$ cat config.mk
export PLATFORM = sky130hd
export DESIGN_NAME = card_match_ctrl_flat
export DESIGN_NICKNAME = d
export VERILOG_FILES = /design/src/rtl/card_match_ctrl_if.sv /design/src/rtl/card_match_ctrl.sv /design/src/flat_wrapper.sv
export SDC_FILE = /design/constraint.sdc
export NUM_CORES = 1
export LEC_CHECK = 0
export CAP_MARGIN = 10
export CELL_PAD_IN_SITES_DETAIL_PLACEMENT = 1
export CELL_PAD_IN_SITES_GLOBAL_PLACEMENT = 2
export CORE_MARGIN = 3
export CORE_UTILIZATION = 33
export CTS_CLUSTER_DIAMETER = 60
export DETAILED_ROUTE_END_ITERATION = 8
export GPL_ROUTABILITY_DRIVEN = 1
export GPL_TIMING_DRIVEN = 1
export HOLD_SLACK_MARGIN = 0.1
export PLACE_DENSITY_LB_ADDON = 0.3
export SLEW_MARGIN = 30
export SYNTH_ARGS = -nofsm -noshare
export SYNTH_HDL_FRONTEND = slang
export SYNTH_SLANG_ARGS = --single-unit
export TNS_END_PERCENT = 1
$ cat constraint.sdc
create_clock -name clk -period 2.9 [get_ports clk]
set_clock_uncertainty 0.2 [all_clocks]
set_input_delay 0.58 -clock clk [delete_from_list [all_inputs] [get_ports clk]]
set_output_delay 0.58 -clock clk [all_outputs]
set_load 0.005 [all_outputs]
$ cat src/rtl/card_match_ctrl_if.sv
`default_nettype none
// ============================================================================
// Module      : card_match_ctrl_if
// Description : Selection inputs and game-status outputs of card_match_ctrl.
// Revision    : 1.0 - initial release
// ============================================================================
interface card_match_ctrl_if;
    logic        sel_valid;
    logic [3:0]  sel_idx;
    logic [63:0] sym;
    logic [15:0] face_up;
    logic [15:0] matched;
    logic        player;
    logic [3:0]  score0;
    logic [3:0]  score1;
    logic        busy;
    logic        reject;
    logic        timeout;
    logic        game_over;
    logic [1:0]  winner;

    modport master (
        output sel_valid, sel_idx, sym,
        input  face_up, matched, player, score0, score1,
        input  busy, reject, timeout, game_over, winner
    );

    modport slave (
        input  sel_valid, sel_idx, sym,
        output face_up, matched, player, score0, score1,
        output busy, reject, timeout, game_over, winner
    );
endinterface
`default_nettype wire

$ cat src/rtl/card_match_ctrl.sv
`default_nettype none
// ============================================================================
// Module      : card_match_ctrl
// Description : Turn and pair-matching controller for a 16-card memory game.
//               Optional turn timeout enabled by MATCH_TURN_TIMEOUT_EN.
// Revision    : 1.0 - initial release
// ============================================================================
module card_match_ctrl #(
    parameter int SHOW_CYCLES    = 25_000_000,
    parameter int TIMEOUT_CYCLES = 500_000_000
) (
    input  wire logic         clk,
    input  wire logic         rst_n,
    card_match_ctrl_if.slave  bus
);

    localparam int c_MAX_CYC = (SHOW_CYCLES > TIMEOUT_CYCLES) ? SHOW_CYCLES : TIMEOUT_CYCLES;
    localparam int c_TW      = ($clog2(c_MAX_CYC) < 1) ? 1 : $clog2(c_MAX_CYC);

    typedef enum logic [1:0] {
        ST_FIRST  = 2'd0,
        ST_SECOND = 2'd1,
        ST_SHOW   = 2'd2,
        ST_DONE   = 2'd3
    } state_t;

    state_t            r_state, w_state_nx;
    logic [15:0]       r_face_up, w_face_nx;
    logic [15:0]       r_matched, w_matched_nx;
    logic              r_player, w_player_nx;
    logic [3:0]        r_score0, w_score0_nx;
    logic [3:0]        r_score1, w_score1_nx;
    logic [3:0]        r_first_idx, w_first_nx;
    logic [3:0]        r_second_idx, w_second_nx;
    logic              r_match, w_match_nx;
    logic [c_TW-1:0]   r_timer, w_timer_nx;
    logic              r_reject, w_reject_nx;
    logic              w_sel_ok;
    logic              w_accept;
    logic [3:0]        w_sym_sel;
    logic [3:0]        w_sym_first;
    logic [1:0]        w_winner;
`ifdef MATCH_TURN_TIMEOUT_EN
    logic [c_TW-1:0]   r_idle, w_idle_nx;
    logic              r_timeout, w_timeout_nx;
`endif

    assign w_sel_ok    = bus.sel_valid && !r_face_up[bus.sel_idx] && !r_matched[bus.sel_idx];
    assign w_accept    = w_sel_ok && ((r_state == ST_FIRST) || (r_state == ST_SECOND));
    assign w_sym_sel   = bus.sym[{bus.sel_idx, 2'b00} +: 4];
    assign w_sym_first = bus.sym[{r_first_idx, 2'b00} +: 4];

    always_comb begin
        w_state_nx   = r_state;
        w_face_nx    = r_face_up;
        w_matched_nx = r_matched;
        w_player_nx  = r_player;
        w_score0_nx  = r_score0;
        w_score1_nx  = r_score1;
        w_first_nx   = r_first_idx;
        w_second_nx  = r_second_idx;
        w_match_nx   = r_match;
        w_timer_nx   = r_timer;
        w_reject_nx  = bus.sel_valid && !w_accept;
`ifdef MATCH_TURN_TIMEOUT_EN
        w_idle_nx    = '0;
        w_timeout_nx = 1'b0;
`endif

        case (r_state)
            ST_FIRST: begin
                if (w_accept) begin
                    w_face_nx[bus.sel_idx] = 1'b1;
                    w_first_nx             = bus.sel_idx;
                    w_state_nx             = ST_SECOND;
                end
            end
            ST_SECOND: begin
                if (w_accept) begin
                    w_face_nx[bus.sel_idx] = 1'b1;
                    w_second_nx            = bus.sel_idx;
                    w_match_nx             = (w_sym_sel == w_sym_first);
                    w_timer_nx             = c_TW'(SHOW_CYCLES - 1);
                    w_state_nx             = ST_SHOW;
                end
            end
            ST_SHOW: begin
                if (r_timer == '0) begin
                    w_face_nx = '0;
                    if (r_match) begin
                        w_matched_nx[r_first_idx]  = 1'b1;
                        w_matched_nx[r_second_idx] = 1'b1;
                        if (r_player) w_score1_nx = r_score1 + 4'd1;
                        else          w_score0_nx = r_score0 + 4'd1;
                    end else begin
                        w_player_nx = ~r_player;
                    end
                    w_state_nx = (&w_matched_nx) ? ST_DONE : ST_FIRST;
                end else begin
                    w_timer_nx = r_timer - 1'b1;
                end
            end
            default: ;
        endcase

`ifdef MATCH_TURN_TIMEOUT_EN
        // Idle time only accrues while a selection is awaited; any accepted
        // strobe or state change restarts it from zero.
        if (((r_state == ST_FIRST) || (r_state == ST_SECOND)) && !w_accept) begin
            if (r_idle == c_TW'(TIMEOUT_CYCLES - 1)) begin
                if (r_state == ST_SECOND) w_face_nx[r_first_idx] = 1'b0;
                w_player_nx  = ~r_player;
                w_state_nx   = ST_FIRST;
                w_timeout_nx = 1'b1;
            end else begin
                w_idle_nx = r_idle + 1'b1;
            end
        end
`endif
    end

    always_ff @(posedge clk or negedge rst_n) begin
        if (!rst_n) begin
            r_state      <= ST_FIRST;
            r_face_up    <= '0;
            r_matched    <= '0;
            r_player     <= 1'b0;
            r_score0     <= '0;
            r_score1     <= '0;
            r_first_idx  <= '0;
            r_second_idx <= '0;
            r_match      <= 1'b0;
            r_timer      <= '0;
            r_reject     <= 1'b0;
`ifdef MATCH_TURN_TIMEOUT_EN
            r_idle       <= '0;
            r_timeout    <= 1'b0;
`endif
        end else begin
            r_state      <= w_state_nx;
            r_face_up    <= w_face_nx;
            r_matched    <= w_matched_nx;
            r_player     <= w_player_nx;
            r_score0     <= w_score0_nx;
            r_score1     <= w_score1_nx;
            r_first_idx  <= w_first_nx;
            r_second_idx <= w_second_nx;
            r_match      <= w_match_nx;
            r_timer      <= w_timer_nx;
            r_reject     <= w_reject_nx;
`ifdef MATCH_TURN_TIMEOUT_EN
            r_idle       <= w_idle_nx;
            r_timeout    <= w_timeout_nx;
`endif
        end
    end

    always_comb begin
        w_winner = 2'b00;
        if (r_state == ST_DONE) begin
            if (r_score0 > r_score1)      w_winner = 2'b01;
            else if (r_score1 > r_score0) w_winner = 2'b10;
            else                          w_winner = 2'b11;
        end
    end

    assign bus.face_up   = r_face_up;
    assign bus.matched   = r_matched;
    assign bus.player    = r_player;
    assign bus.score0    = r_score0;
    assign bus.score1    = r_score1;
    assign bus.busy      = (r_state == ST_SHOW);
    assign bus.reject    = r_reject;
    assign bus.game_over = (r_state == ST_DONE);
    assign bus.winner    = w_winner;
`ifdef MATCH_TURN_TIMEOUT_EN
    assign bus.timeout   = r_timeout;
`else
    assign bus.timeout   = 1'b0;
`endif

endmodule
`default_nettype wire

$ cat src/flat_wrapper.sv
// flat-port wrapper written by rule: the top's interface ports become plain ports
module card_match_ctrl_flat 
#(
    parameter int SHOW_CYCLES    = 25_000_000,
    parameter int TIMEOUT_CYCLES = 500_000_000
)
  (clk, rst_n, bus_sel_valid, bus_sel_idx, bus_sym, bus_face_up, bus_matched, bus_player, bus_score0, bus_score1, bus_busy, bus_reject, bus_timeout, bus_game_over, bus_winner);
  card_match_ctrl_if bus_i ();
  input  wire logic clk;
  input  wire logic rst_n;
  input wire logic [$bits(bus_i.sel_valid)-1:0] bus_sel_valid;
  input wire logic [$bits(bus_i.sel_idx)-1:0] bus_sel_idx;
  input wire logic [$bits(bus_i.sym)-1:0] bus_sym;
  output wire logic [$bits(bus_i.face_up)-1:0] bus_face_up;
  output wire logic [$bits(bus_i.matched)-1:0] bus_matched;
  output wire logic [$bits(bus_i.player)-1:0] bus_player;
  output wire logic [$bits(bus_i.score0)-1:0] bus_score0;
  output wire logic [$bits(bus_i.score1)-1:0] bus_score1;
  output wire logic [$bits(bus_i.busy)-1:0] bus_busy;
  output wire logic [$bits(bus_i.reject)-1:0] bus_reject;
  output wire logic [$bits(bus_i.timeout)-1:0] bus_timeout;
  output wire logic [$bits(bus_i.game_over)-1:0] bus_game_over;
  output wire logic [$bits(bus_i.winner)-1:0] bus_winner;
  assign bus_i.sel_valid = bus_sel_valid;
  assign bus_i.sel_idx = bus_sel_idx;
  assign bus_i.sym = bus_sym;
  assign bus_face_up = bus_i.face_up;
  assign bus_matched = bus_i.matched;
  assign bus_player = bus_i.player;
  assign bus_score0 = bus_i.score0;
  assign bus_score1 = bus_i.score1;
  assign bus_busy = bus_i.busy;
  assign bus_reject = bus_i.reject;
  assign bus_timeout = bus_i.timeout;
  assign bus_game_over = bus_i.game_over;
  assign bus_winner = bus_i.winner;
  card_match_ctrl #(.SHOW_CYCLES(SHOW_CYCLES), .TIMEOUT_CYCLES(TIMEOUT_CYCLES)) u_core (.clk(clk), .rst_n(rst_n), .bus(bus_i));
endmodule
== Yosys cells after proc, flatten, opt, wreduce, memory -nomap -nowiden ==
Cells that the tools add are included.

* Output and inout bits: 47
* Word-level logic and storage cells: 92
* Memories: 0
* Bits in registers: 82
* Memory bits (writable): 0
* ROM bits: 0
* Bits in latches: 0

* $mul: 0
* Order comparisons: 8
* Shifts and indexed selects: 2
* $add $sub $neg: 3
* Bitwise operators: 5
* Equal/unequal tests: 9
* Mux-type cells: 27
* Reduce and logical (&&, ||, !) cells: 27
* Divide/modulo/power cells: 0

{| class="wikitable"
|+ Operators by type and width
! operator !! count
|-
| $shiftx A64 B7 Y4 || 2
|-
| $mux W16 || 5
|-
| $mux W29 || 2
|-
| $pmux W29 S2 || 1
|-
| $or A16 B16 Y16 || 3
|-
| $pmux W16 S2 || 1
|-
| $logic_not A29 Y1 || 1
|-
| $sub A29 B1 Y29 const B || 1
|-
| $reduce_and A16 Y1 || 1
|-
| $lt A4 B5 Y1 const B || 3
|-
| $demux W1 S4 || 3
|-
| $ge A4 B1 Y1 const B || 3
|-
| $mux W2 || 6
|-
| $reduce_and A4 Y1 || 3
|-
| $reduce_and A3 Y1 || 3
|-
| $add A4 B1 Y4 const B || 2
|-
| $bmux W1 S4 || 2
|-
| $gt A4 B4 Y1 || 2
|-
| $ne A2 B1 Y1 const B || 4
|-
| $logic_and A1 B1 Y1 || 7
|-
| $mux W1 || 6
|-
| $pmux W2 S3 || 1
|-
| $reduce_and A2 Y1 || 3
|-
| $eq A2 B2 Y1 const B || 2
|-
| other kinds (10) || 14
|}

== Logic depth before layout (Yosys ltp) ==
Gate-level depths: netlist of run 1.

* Word-level depth: 13
* Gate-level depth with buffers: 10
* Mapped depth without buffers: 8

== Worst setup path before layout of run 1 ==
Ideal clock, no wire load.

* Path type: input-to-reg
* Start: input bus_sel_idx[0]
* End: register u_core.r_match
* Required time: 2.572 ns
* Slack: 0.165 ns
* Stages on the path: 8
* Data arrival time: 2.407 ns
* Path through: buf_4 > buf_2 > mux4_2 > a22o_1 > a221oi_1 > xnor2_1 > nor4_1 > mux2_1

* Cells in the longest elaborated chain, start to end: 7

{| class="wikitable"
|+ RTL lines
! element !! RTL line !! text
|-
| from (decl) || flat_wrapper.sv:12 || <nowiki>input wire logic [$bits(bus_i.sel_idx)-1:0] bus_sel_idx;</nowiki>
|-
| branches (longest 7 deep; another with $shiftx A64 B7 Y4) || -- ||
|-
| to (signal assigned) || card_match_ctrl.sv:148 || <nowiki>r_match <= w_match_nx;</nowiki>
|-
| to (decl) || card_match_ctrl.sv:35 || <nowiki>logic r_match, w_match_nx;</nowiki>
|}

Parallel ways; which one is timed is not known. The select of a mux whose other input is x is not followed.
A chain may end at the register's enable or synchronous reset.

== Worst setup path in the final report of run 1 ==
* Start: input bus_sel_idx[2]
* End: register u_core.r_match

Same word-level chain as after synthesis.

==> results of run 1 <==
routing by layer:
layer / track usage, % / vias up
li1: - / 2590
met1: 28.51 / 2961
met4: 6.068 / 0
met5: 0 / -
met3: 3.867 / 34
met2: 35.74 / 122
through the flow:
stage               hold slack, ps  area (um2)  power [W]  utilization [%]  std cells
global placement             299.1        7829   0.004512            44.64        951
global route                 319.8        8244   0.006295            47.01        968
CTS                          314.5        8184   0.005960            46.67        968
finish                       306.9        8244   0.005950            47.01        968
detailed placement           305.2        7829   0.004629            44.64        951
floorplan                    84.41        5979   0.003330                -        586
synth_stat cells, types with 12 or more instances:
cell type / number
nor2b_1: 14
nor4_1: 17
nand2_1: 37
nor4bb_1: 12
dfrtp_1: 82
mux4_2: 40
nor2_1: 29
o21ai_0: 27
clkbuf_1: 31
a21oi_1: 18
nor3_1: 30
ha_1: 12
inv_1: 15
a31oi_1: 18
worst register-to-register path: cells and delay by family (launching register included):
family	cells	cell delay, ps
and+or+nand+nor	4	1610
DFF	1	430
muxes	1	380
sequential cells by signal, summed over array words and instances (netlist names):
signal and flops:
u_core.bus.player 1, u_core.r_second_idx 4, u_core.r_timer 29, u_core.bus.reject 1, u_core.bus.matched 16, u_core.bus.face_up 16
u_core.r_state 2, u_core.bus.score0 4, u_core.r_match 1, u_core.bus.score1 4, u_core.r_first_idx 4
cell families (layout without fill, tap and decap cells):
group           count (synthesis)  count (layout)  share of synthesized area [%]
buf+inv                        63             220                          4.729
flops                          82              82                          34.32
fa+ha+maj                      12              12                          2.511
simple gates                  229             229                          22.89
xor+xnor                       11              11                          1.611
mux                            54              54                          17.62
compound gates                134             134                          16.26
other cells                     1               1                        0.06271
path summary, 6_finish.rpt:
path | endpoint | slack (ps) | cells past startpoint
hold reg to reg | u_core.bus.score1[3]$_DFFE_PN0P_ | 310 | 1
setup / recovery | u_core.r_match$_DFFE_PN0P_ | 150 | 7
setup reg to reg | u_core.bus.score0[1]$_DFFE_PN0P_ | 170 | 5
min in group asynchronous | u_core.bus.score0[3]$_DFFE_PN0P_ | 540 | 2
max in group asynchronous | u_core.r_first_idx[1]$_DFFE_PN0P_ | 1300 | 3
hold / removal | u_core.bus.score1[3]$_DFFE_PN0P_ | 310 | 1
power breakdown:
group | leakage [nW] | internal [W] | switching [W] | total (W)
logic | 2.03 | 0.00148 | 0.00146 | 0.00294
clock network | 0.163 | 0.000802 | 0.000477 | 0.00128
registers | 0.976 | 0.00134 | 0.000394 | 0.00173
total | 3.16 | 0.00362 | 0.00233 | 0.00595
layout make-up:
| cell class | count | area share, % |
|---|---|---|
| tap | 225 | 3.415 |
| clock buffer | 12 | 3.111 |
| timing repair buffer | 189 | 21.96 |
| sequential | 82 | 24.92 |
| clock inverter | 4 | 0.8954 |
| inverter | 15 | 0.6830 |
| multi-input combinational | 441 | 45.01 |
timing repair:
item,4_1_cts,5_1_grt
hold buffers,1,0
pin swaps,0,1
endpoints found under the setup margin,47,59
gates resized for setup,7,21
hold endpoints to repair,31,0
==> results.sh, run 1 <==
export IMPL_outcome="completed"
export IMPL_r2r_start="u_core.r_timer[25]$_DFFE_PN0P_"
export IMPL_slowest_stage="mux4_2"
export IMPL_wl_met2_um=10730
export IMPL_vias_per_cell=5.896
export IMPL_powerDensity_nw_per_um2=721.7
export IMPL_syn_area_um2=5979
export IMPL_max_stage_delay_ps=560
export IMPL_diodes=0
export IMPL_synth_largest_area_cell="dfrtp_1"
export IMPL_hold_path_startpoint="u_core.bus.score1[3]$_DFFE_PN0P_"
export IMPL_start_util_pct=34.10
export IMPL_hold_path_class="register to register"
export IMPL_crit_path_end_kind="register"
export IMPL_setup_ws_ps=146.2
export IMPL_grt_max_degree=35
export IMPL_syn_nets=669
export IMPL_dr_wl_met3_um=784
export IMPL_cp_start_kind="primary input"
export IMPL_dieArea_um2=19770
export IMPL_pre_cts_slack_ps=-489.2
export IMPL_ys_seq_area_share_pct=34.32
export IMPL_relSlewSlack_pct=61.46
export IMPL_wl_met1_um=9410
export IMPL_clkSlewWorstSetupHoldPaths_ps=60
export IMPL_mostFrequentLayoutCells="110 x clkdlybuf4s50_1, 80 x dfrtp_1, 64 x buf_4"
export IMPL_cts_tree="yes"
export IMPL_synth_edf_count=0
export IMPL_synth_area_leaders="dfrtp_1 34%, mux4_2 15%, ha_1 2.5%"
export IMPL_worst_slew_pin_slew_ps=573.7
export IMPL_core_area_um2=17540
export IMPL_layout_commonest_cell="clkdlybuf4s50_1"
export IMPL_p_leak_nw=3.165
export IMPL_timing_final_crit_share_pct=94.96
export IMPL_port_buffer_count=116
export IMPL_totalWireLength_um=21350
export IMPL_yosysTopAreaCellShare_pct=34.32
export IMPL_drive_gt1_share_pct=22.34
export IMPL_worstPathArrival_ps=2840
export IMPL_synth_distinct_cells=68
export IMPL_die_h_um=140.6
export IMPL_grt_use_total_pct=21.36
export IMPL_hold_violations=0
export IMPL_grt_pass1_wl_um=33700
export IMPL_syn_to_final_growth_pct=37.87
export IMPL_startpoint="bus_sel_idx[2]"
export IMPL_dr_pass1_iters=5
export IMPL_rows=48
export IMPL_dp_hpwl_um=16270
export IMPL_cp_num_buf_inv=3
export IMPL_slew_violations=0
export IMPL_path_class="primary input to register"
export IMPL_seq_area_um2=2054
export IMPL_cts_sinks=82
export IMPL_grt_overflow_total=0
export IMPL_htree_num_levels=3
export IMPL_cts_buffer_depth=2
export IMPL_ant_nets=0
export IMPL_worst_ep_required_time_ps=2980
export IMPL_maxCapViolCount=0
export IMPL_crit_fanout=5
export IMPL_synth_seq_cells=82
export IMPL_routabilityCongestion=0.8383
export IMPL_synthCells=586
export IMPL_nFillCells=1936
export IMPL_clkLatencyLatePin_ps=340
export IMPL_path_delay_family="buffers and inverters"
export IMPL_fin_setup_tns_ps=0
export IMPL_avgSynthCellArea_um2=10.20
export IMPL_num_vias=5707
export IMPL_vdd_drop_max_mv=0.4414
export IMPL_first_iter_violations=327
export IMPL_worstPathCellList="clkdlybuf4s50_1, buf_4, inv_1, mux4_2, xor2_1, nor4_2, mux2_1"
export IMPL_cts_root_buf="clkbuf_16"
export IMPL_yosysWarnings=0
export IMPL_die_w_um=140.6
export IMPL_drt_wirelength_per_cell_um=22.06
export IMPL_io_pins=118
export IMPL_multiInputGateArea_um2=3711
export IMPL_cts_made_buffers=9
export IMPL_dr_max_layer_used="met4"
export IMPL_synthFlopType="dfrtp_1"
export IMPL_rsz0062_at_grt="true"
export IMPL_period_minus_slack_ps=2754
export IMPL_cts_setup_buffers=0
export IMPL_drc=0
export IMPL_finalNetCount=821
export IMPL_setup_viol=0
export IMPL_clock_fmax_ghz=0.3631
export IMPL_async_flop_share_pct=100.0
export IMPL_grt_pass1_vias=6063
export IMPL_antenna_found_initial=0
No activity file was read; power rests on OpenSTA's default activity.
==> run 2, diff against run 1 <==
--- a/config.mk
+++ b/config.mk
@@ -16,6 +16,7 @@
 export GPL_TIMING_DRIVEN = 1
 export HOLD_SLACK_MARGIN = 0.1
 export PLACE_DENSITY_LB_ADDON = 0.3
+export SKIP_LAST_GASP = 1
 export SLEW_MARGIN = 30
 export SYNTH_ARGS = -nofsm -noshare
 export SYNTH_HDL_FRONTEND = slang
==> run 2 against run 1 <==
Net effect: maximum frequency shrank 2.2%; critical path depth grew 2; count of clock-buffer cells in the layout is the same; register-to-register slack lost 60 ps; design area shrank 0.24%; die area is the same; worst hold slack is essentially flat; core utilization shrank 0.11 points; non-clock buffer count is the same; largest power group unchanged.
==> results.sh, run 2 (synthesized netlist as in run 1, its figures left out) <==
export IMPL_finalNetCount=821
export IMPL_layout_commonest_cell="clkdlybuf4s50_1"
export IMPL_setup_viol=0
export IMPL_use_met1_pct=28.55
export IMPL_drt_wirelength_per_cell_um=21.97
export IMPL_rsz0062_at_grt="true"
export IMPL_diodes=0
export IMPL_cp_start_kind="primary input"
export IMPL_clkSlewWorstSetupHoldPaths_ps=60
export IMPL_period_minus_slack_ps=2815
export IMPL_final_area_um2=8224
export IMPL_crit_path_end_kind="register"
export IMPL_powerDensity_nw_per_um2=723.5
export IMPL_clock_fmax_ghz=0.3553
export IMPL_die_w_um=140.6
export IMPL_cp_num_buf_inv=3
export IMPL_max_stage_delay_ps=620
export IMPL_io_pins=118
export IMPL_cts_tree="yes"
export IMPL_hold_path_class="register to register"
export IMPL_drc=0
export IMPL_cts_sinks=82
export IMPL_power_w=0.005950
export IMPL_grt_pass1_vias=6068
export IMPL_placed_cell_area_um2=7829
export IMPL_totalWireLength_um=21270
export IMPL_vdd_drop_max_mv=0.4410
export IMPL_path_delay_family="buffers and inverters"
export IMPL_use_met2_pct=35.76
export IMPL_timing_final_crit_share_pct=97.06
export IMPL_path_class="primary input to register"
export IMPL_rows=48
export IMPL_antenna_found_initial=0
export IMPL_grt_busiest_layer="met2"
export IMPL_clkLatencyLatePin_ps=340
export IMPL_grt_overflow_total=0
export IMPL_num_vias=5690
export IMPL_die_h_um=140.6
export IMPL_start_util_pct=34.10
export IMPL_mostFrequentLayoutCells="111 x clkdlybuf4s50_1, 81 x dfrtp_1, 64 x buf_4"
export IMPL_grt_pass1_wl_um=33730
export IMPL_p_leak_nw=3.158
export IMPL_worst_r2r_setup_slack_ps=110
export IMPL_worst_ep_required_time_ps=2930
export IMPL_cts_buffer_depth=2
export IMPL_worstPathCellList="clkdlybuf4s50_1, buf_4, nor2b_1, nand2_1, o31ai_4, o31a_1, nor2_2, buf_12, a221oi_1"
export IMPL_regMostFlops="u_core.r_timer"
export IMPL_maxCapViolCount=0
export IMPL_dr_pass1_iters=4
export IMPL_largest_reg_flops=29
export IMPL_ant_nets=0
export IMPL_drive_gt1_share_pct=21.67
export IMPL_outcome="completed"
export IMPL_syn_to_final_growth_pct=37.54
export IMPL_routabilityCongestion=0.8383
export IMPL_grt_use_total_pct=21.38
export IMPL_cts_setup_buffers=0
export IMPL_relSlewSlack_pct=61.81
export IMPL_dp_hpwl_um=16270
export IMPL_port_buffer_count=116
export IMPL_cts_root_buf="clkbuf_16"
export IMPL_grtUsageMet3_pct=3.867
export IMPL_vias_per_cell=5.878
export IMPL_worstPathArrival_ps=2850
export IMPL_worst_slew_pin_slew_ps=568.5
export IMPL_grt_max_degree=35
export IMPL_final_core_util_pct=46.90
export IMPL_htree_num_levels=3
export IMPL_hold_violations=0
export IMPL_slowest_stage="clkdlybuf4s50_1"
export IMPL_slew_violations=0
export IMPL_core_area_um2=17540
export IMPL_crit_fanout=16
export IMPL_cts_made_buffers=9
export IMPL_hold_slack_ps=307.0
export IMPL_first_iter_violations=303
export IMPL_dieArea_um2=19770
==> run 2: final cells by class <==
type                       instances  area [um2]
inverter                          15       56.30
multi-input combinational        441        3691
tap                              225       281.5
clock buffer                      12       256.5
clock inverter                     4       73.82
fill                            1936        9313
timing repair buffer             189        1812
sequential                        82        2053
==> run 2: worst paths after layout <==
check                           depth (start not counted)                              start                                end
worst max-delay path                                    9                     bus_sel_idx[3]     u_core.r_timer[19]$_DFFE_PN0P_
worst min-delay path                                    1   u_core.bus.score1[3]$_DFFE_PN0P_   u_core.bus.score1[3]$_DFFE_PN0P_
worst max register to register                          6  u_core.r_first_idx[0]$_DFFE_PN0P_         u_core.r_match$_DFFE_PN0P_
worst min register to register                          1   u_core.bus.score1[3]$_DFFE_PN0P_   u_core.bus.score1[3]$_DFFE_PN0P_
max in group asynchronous                               3                              rst_n  u_core.r_first_idx[1]$_DFFE_PN0P_
min in group asynchronous                               2                              rst_n   u_core.bus.score0[3]$_DFFE_PN0P_
==> run 2: metal layers <==
metal / vias up / wire (um)
met5: - / 0
met4: 0 / 429
met3: 34 / 768
met2: 113 / 10660
met1: 2952 / 9413
li1: 2591 / -
==> run 2: stage by stage <==
step                      std cells  TNS, ps  setup WS [ps]
after global placement          951   -16670         -484.5
after detailed placement        951   -22530         -489.2
final                           968        0          85.32
after floorplan                 586        0          165.2
after CTS                       968    -2340         -126.7
after global routing            968   -394.7         -61.02
==> run 2: what timing repair did <==
| action | 4_1_cts | 5_1_grt |
|---|---|---|
| resized for setup | 2 | 18 |
| pin swaps | 0 | 1 |
| setup endpoints to repair | 47 | 59 |
| hold endpoints to repair | 31 | 0 |
| hold buffers | 1 | 0 |
==> run 2: report_power, final <==
part,switching (W),internal [W]
combinational,0.00145,0.00148
sequential,0.000396,0.00134
clock,0.000481,0.000802
==> run 2: worst reg2reg max path, delay by kind of cell (launching register included) <==
| kind | cells | cell delay, ps |
|---|---|---|
| flip-flops | 1 | 540 |
| multiplexers | 3 | 1220 |
| buffers and inverters | 1 | 280 |
| AND/OR/NAND/NOR | 1 | 330 |
| XOR/XNOR | 1 | 160 |
